File: config.mk
export PLATFORM = sky130hd
export DESIGN_NAME = fifo_rtl_flat
export DESIGN_NICKNAME = d
export VERILOG_FILES = /design/src/rtl/fifo_pkg.sv /design/src/rtl/fifo_if.sv /design/src/rtl/fifo_mem.sv /design/src/rtl/fifo_rtl.sv /design/src/flat_wrapper.sv
export SDC_FILE = /design/constraint.sdc
export NUM_CORES = 1
export LEC_CHECK = 0
export ABC_AREA = 1
export CORE_AREA = 3 3 152 154
export CTS_CLUSTER_DIAMETER = 120
export DETAILED_ROUTE_END_ITERATION = 7
export DIE_AREA = 0 0 155 157
export GPL_TIMING_DRIVEN = 0
export SYNTH_ARGS = -nofsm -noshare
export SYNTH_HDL_FRONTEND = slang
export SYNTH_HIERARCHICAL = 1
export SYNTH_SLANG_ARGS = --single-unit
File: constraint.sdc
create_clock -name clk -period 5.05 [get_ports clk]
set_input_delay 1.01 -clock clk [delete_from_list [all_inputs] [get_ports clk]]
set_output_delay 1.01 -clock clk [all_outputs]
set_load 0.05 [all_outputs]
File: src/rtl/fifo_pkg.sv
// Shared constants and helpers for the single-clock FIFO.
// Default geometry plus pointer/count width helpers used by the FIFO modules.
package fifo_pkg;

    localparam int FIFO_DEPTH = 16;
    localparam int FIFO_WIDTH = 8;
    localparam int FIFO_PTR_W = $clog2(FIFO_DEPTH);
    localparam int FIFO_CNT_W = FIFO_PTR_W + 1;

    // Count needs one extra bit so that "full" (ct == DEPTH) is representable.
    function automatic int cntWidth(input int depth);
        return $clog2(depth) + 1;
    endfunction

endpackage

File: src/rtl/fifo_if.sv
// Producer/consumer handshake bundle for the FIFO.
// The master side drives requests; the slave side (the FIFO) returns data and status.
interface fifo_if
    import fifo_pkg::*;
#(
    parameter int WIDTH = FIFO_WIDTH
);

    logic             wt_en;
    logic             rd_en;
    logic [WIDTH-1:0] din;
    logic [WIDTH-1:0] dout;
    logic             full;
    logic             empty;
    logic             overflow;
    logic             underflow;

    modport master (
        output wt_en, rd_en, din,
        input  dout, full, empty, overflow, underflow
    );

    modport slave (
        input  wt_en, rd_en, din,
        output dout, full, empty, overflow, underflow
    );

endinterface

File: src/rtl/fifo_mem.sv
// DEPTH x WIDTH storage array with a synchronous write port and a registered read port.
// The read data register is the FIFO's dout and holds its value when no read is accepted.
module fifo_mem
    import fifo_pkg::*;
#(
    parameter int DEPTH = FIFO_DEPTH,
    parameter int WIDTH = FIFO_WIDTH,
    parameter int AW    = $clog2(DEPTH)
) (
    input  logic             clk,
    input  logic             rst,
    input  logic             wr_en_i,
    input  logic [AW-1:0]    wr_addr_i,
    input  logic [WIDTH-1:0] wr_data_i,
    input  logic             rd_en_i,
    input  logic [AW-1:0]    rd_addr_i,
    output logic [WIDTH-1:0] rd_data_o
);

    logic [WIDTH-1:0] mem_q [DEPTH];
    logic [WIDTH-1:0] rd_data_q;

    // Storage is never reset; its contents are irrelevant until written.
    always_ff @(posedge clk) begin
        if (wr_en_i) begin
            mem_q[wr_addr_i] <= wr_data_i;
        end
    end

    always_ff @(posedge clk or negedge rst) begin
        if (!rst) begin
            rd_data_q <= '0;
        end else if (rd_en_i) begin
            rd_data_q <= mem_q[rd_addr_i];
        end
    end

    assign rd_data_o = rd_data_q;

endmodule

File: src/rtl/fifo_rtl.sv
// Synchronous single-clock FIFO: pointers, occupancy count and error flags around fifo_mem.
// full/empty decode the registered count, so no input reaches an output combinationally.
module fifo_rtl
    import fifo_pkg::*;
#(
    parameter int DEPTH = FIFO_DEPTH,
    parameter int WIDTH = FIFO_WIDTH
) (
    input  logic  clk,
    input  logic  rst,
    fifo_if.slave bus
);

    localparam int PW = $clog2(DEPTH);
    localparam int CW = cntWidth(DEPTH);

    logic [PW-1:0] wt_p, wt_p_d;
    logic [PW-1:0] rd_p, rd_p_d;
    logic [CW-1:0] ct, ct_d;
    logic          overflow_q, underflow_q;
    logic          wrAccept, rdAccept;

    assign bus.full  = (ct == CW'(DEPTH));
    assign bus.empty = (ct == '0);

    // Full blocks writes and empty blocks reads even when the other side is active.
    assign wrAccept = bus.wt_en && !bus.full;
    assign rdAccept = bus.rd_en && !bus.empty;

    // Pointers wrap naturally because DEPTH is a power of two.
    always_comb begin
        wt_p_d = wt_p;
        rd_p_d = rd_p;
        ct_d   = ct;
        if (wrAccept) begin
            wt_p_d = wt_p + PW'(1);
        end
        if (rdAccept) begin
            rd_p_d = rd_p + PW'(1);
        end
        case ({wrAccept, rdAccept})
            2'b10:   ct_d = ct + CW'(1);
            2'b01:   ct_d = ct - CW'(1);
            default: ct_d = ct;
        endcase
    end

    always_ff @(posedge clk or negedge rst) begin
        if (!rst) begin
            wt_p        <= '0;
            rd_p        <= '0;
            ct          <= '0;
            overflow_q  <= 1'b0;
            underflow_q <= 1'b0;
        end else begin
            wt_p        <= wt_p_d;
            rd_p        <= rd_p_d;
            ct          <= ct_d;
            overflow_q  <= bus.wt_en && bus.full;
            underflow_q <= bus.rd_en && bus.empty;
        end
    end

    assign bus.overflow  = overflow_q;
    assign bus.underflow = underflow_q;

    fifo_mem #(
        .DEPTH (DEPTH),
        .WIDTH (WIDTH),
        .AW    (PW)
    ) u_mem (
        .clk       (clk),
        .rst       (rst),
        .wr_en_i   (wrAccept),
        .wr_addr_i (wt_p),
        .wr_data_i (bus.din),
        .rd_en_i   (rdAccept),
        .rd_addr_i (rd_p),
        .rd_data_o (bus.dout)
    );

endmodule

File: src/flat_wrapper.sv
// flat-port wrapper written by rule: the top's interface ports become plain ports
module fifo_rtl_flat import fifo_pkg::*;
#(
    parameter int DEPTH = FIFO_DEPTH,
    parameter int WIDTH = FIFO_WIDTH
)
  (clk, rst, bus_wt_en, bus_rd_en, bus_din, bus_dout, bus_full, bus_empty, bus_overflow, bus_underflow);
  fifo_if #(.WIDTH(WIDTH)) bus_i ();
  input  logic clk;
  input  logic rst;
  input wire logic [$bits(bus_i.wt_en)-1:0] bus_wt_en;
  input wire logic [$bits(bus_i.rd_en)-1:0] bus_rd_en;
  input wire logic [$bits(bus_i.din)-1:0] bus_din;
  output wire logic [$bits(bus_i.dout)-1:0] bus_dout;
  output wire logic [$bits(bus_i.full)-1:0] bus_full;
  output wire logic [$bits(bus_i.empty)-1:0] bus_empty;
  output wire logic [$bits(bus_i.overflow)-1:0] bus_overflow;
  output wire logic [$bits(bus_i.underflow)-1:0] bus_underflow;
  assign bus_i.wt_en = bus_wt_en;
  assign bus_i.rd_en = bus_rd_en;
  assign bus_i.din = bus_din;
  assign bus_dout = bus_i.dout;
  assign bus_full = bus_i.full;
  assign bus_empty = bus_i.empty;
  assign bus_overflow = bus_i.overflow;
  assign bus_underflow = bus_i.underflow;
  fifo_rtl #(.DEPTH(DEPTH), .WIDTH(WIDTH)) u_core (.clk(clk), .rst(rst), .bus(bus_i));
endmodule
==> results_dict.tcl <==
set metrics [dict create \
    hold_slack_ns 0.4820 \
    regToRegSetupSlack_ns 2.75 \
    maxCapViolCount 0 \
    yosys_warnings 6 \
    rows 54 \
    r2r-start "u_core/ct[1]" \
    clock.fmax_mhz 322.8 \
    synth_top_family_by_area "simple AND/OR/NAND/NOR gates" \
    slew_violations 0 \
    synth_top_area_frac 0.5885 \
    clock_latency_ns 0.42 \
    hold-path-cell-count 2 \
    outcome "completed" \
    grt_max_degree 24 \
    reg2regPathDepth 11 \
    drive_gt1_frac 0.1006 \
    grt_use_total 0.1335 \
    worstReg2RegEnd "u_core/ct[4]" \
    tightestPinTransition_ns 1.076 \
    drt_iter0_drc 339 \
    avgSynthCellArea_um2 11.05 \
    fin_skew_ns 0.005539 \
    cp-end-kind "output port" \
    initial_utilization 0.2993 \
    fin_crit_sh 0.6134 \
    post-route-util 0.3554 \
    worstSetupPathType "reg2out" \
    post_cts_resized 0 \
    dpl.hpwl_um 10440 \
    postPlaceCellArea_um2 7112 \
    fin_crit_ns 3.098 \
    cts_tree "yes" \
    pre_cts_slack_ns 1.902 \
    required_ns 4.04 \
    htree_levels 4 \
    p_leak_nw 3.078 \
    synth_cells 591 \
    final_common_cell "nand2_1" \
    core_um2 21820 \
    syn-num-nets 610 \
    yosys.area_share.simple 0.2508 \
    ys_types 23 \
    syn_area_um2 6531 \
    rsz0062_at_grt "false" \
    diodes 0 \
    power_density_nw_per_um2 612.6 \
    final_cell_mix "237 x nand2_1, 128 x edfxtp_1, 110 x nand3_1" \
    setup_viol 0 \
    io_buffers 23 \
    crit_chain "nor2_4 > nand4_4 > inv_1 > clkdlybuf4s50_1" \
    ys_ff_latch 151 \
    min_to "u_core/u_mem/rd_data_o[6]" \
    ant_nets 0 \
    postLayoutCellArea_um2 7756 \
    synthXorXnorAreaFrac 0.004023 \
    drc 0 \
    root_buffer "clkbuf_16" \
    gr-total-overflow 0 \
    muxShareOfSynthArea 0 \
    synth_fa_ha_area_frac 0.01456 \
    fin_ws_ns 1.952 \
    ios 24 \
    holdBufCountCts 0 \
    chipHeight_um 157 \
    die_w_um 155 \
    vdd_ir_drop_max_mv 0.2192 \
    clk_pin_slew_worst_paths_ns 0.06 \
    critPathMaxFanout 7 \
    cts_setup_buffers 0 \
    finalWirelength_um 15630 \
    die-area_um2 24340 \
    total_power_mw 4.751 \
    instances_no_fill 926 \
    clockBufferDepth 2 \
    yosysSeqAreaShare 0.6766 \
    cpMaxStageDelayCell "clkdlybuf4s50_1" \
    nets 652 \
    slowest_delay_ns 0.79 \
    synth_compound_area_frac 0.0009579 \
    tns_ns 0 \
    viasPerCell 4.680 \
    hold_viol 0 \
    cts_made_buffers 17 \
    synth_area_leaders "edfxtp_1 59%, nand2_1 14%, dfrtp_1 8.8%" \
    yosys.area.top_type "edfxtp_1" \
    drt_pass1_iterations 5 \
    cts.sinks 151 \
    grt_pass1_wl_um 24120 \
    relSlewSlack 0.2804 \
    grt_pass1_vias 4122 \
    post_drt_wl_per_cell_um 16.88 \
    hp-class "reg2reg" \
    numPlacedInstances 894 \
    place_congestion 0.8702 \
    synthToLayoutAreaGrowth_pct 18.75 \
    grt_antenna_before_repair 0 \
    cp-start-kind "flip-flop" \
    crit_arrival_ns 2.09 \
    hold_start "u_core/u_mem/rd_data_o[6]" \
    route.vias.total 4334 \
]
==> worst max-delay path, delay by kind of cell (launching register included) <==
family / cells / cell delay [ns]
buffers and inverters: 2 / 0.87
flip-flops: 1 / 0.46
AND/OR/NAND/NOR: 2 / 0.34
==> Yosys cell counts, drive strengths merged <==
| master | count |
|---|---|
| buf | 18 |
| or2 | 2 |
| xor2 | 2 |
| edfxtp | 128 |
| nand4 | 4 |
| nand2 | 239 |
| inv | 23 |
| dfrtp | 23 |
| o22ai | 1 |
| nand3 | 110 |
| clkbuf | 7 |
| xnor2 | 1 |
| fa | 1 |
| ha | 6 |
| nor2 | 24 |
| nand3b | 2 |
==> layout make-up <==
cell class	instances	area (µm²)
Clock buffer	24	501.7
Fill cell	2123	14070
Timing Repair Buffer	23	230.2
Multi-Input combinational cell	392	1765
Buffer	25	260.3
Inverter	23	86.33
Sequential cell	151	4419
Tap cell	280	350.3
Clock inverter	8	142.6
==> cell families after synthesis <==
logic type      after synthesis
simple gates                381
flops                       151
xor+xnor                      3
fa+ha+maj                     7
compound gates                1
buf+inv                      48
==> where the power goes <==
group | internal, mW | total (mW) | switching, mW
clock | 0.891 | 1.37 | 0.474
combinational | 0.582 | 1.74 | 1.16
sequential | 1.53 | 1.64 | 0.112
==> state kept, by name, indices dropped and copies added (netlist names) <==
signal / count
u_core/bus.overflow: 1
u_core/bus.underflow: 1
u_core/u_mem/rd_data_o: 8
u_core/rd_p: 4
u_core/u_mem/mem_q: 128
u_core/wt_p: 4
u_core/ct: 5
==> per-layer routing <==
metal | vias up | global-route usage | wire length [µm]
li1 | 2086 | - | -
met5 | - | 0 | 0
met4 | 0 | 0.05635 | 353
met1 | 2101 | 0.1786 | 6886
met3 | 21 | 0.02585 | 811
met2 | 126 | 0.2133 | 7582
==> worst max-delay path by stage <==
stage,to,from,depth (start not counted),slack (ns)
after floorplan,u_core/ct[3],bus_rd_en,9,2.74
final,bus_full,u_core/ct[1],4,1.95
after CTS,bus_full,u_core/ct[1],4,1.92
after detailed placement,u_core/u_mem/mem_q[2][5],bus_wt_en,5,1.90
after global placement,u_core/ct[4],bus_rd_en,10,1.90
after global routing,bus_full,u_core/ct[1],4,1.84
(Power assumes the default switching activity.)
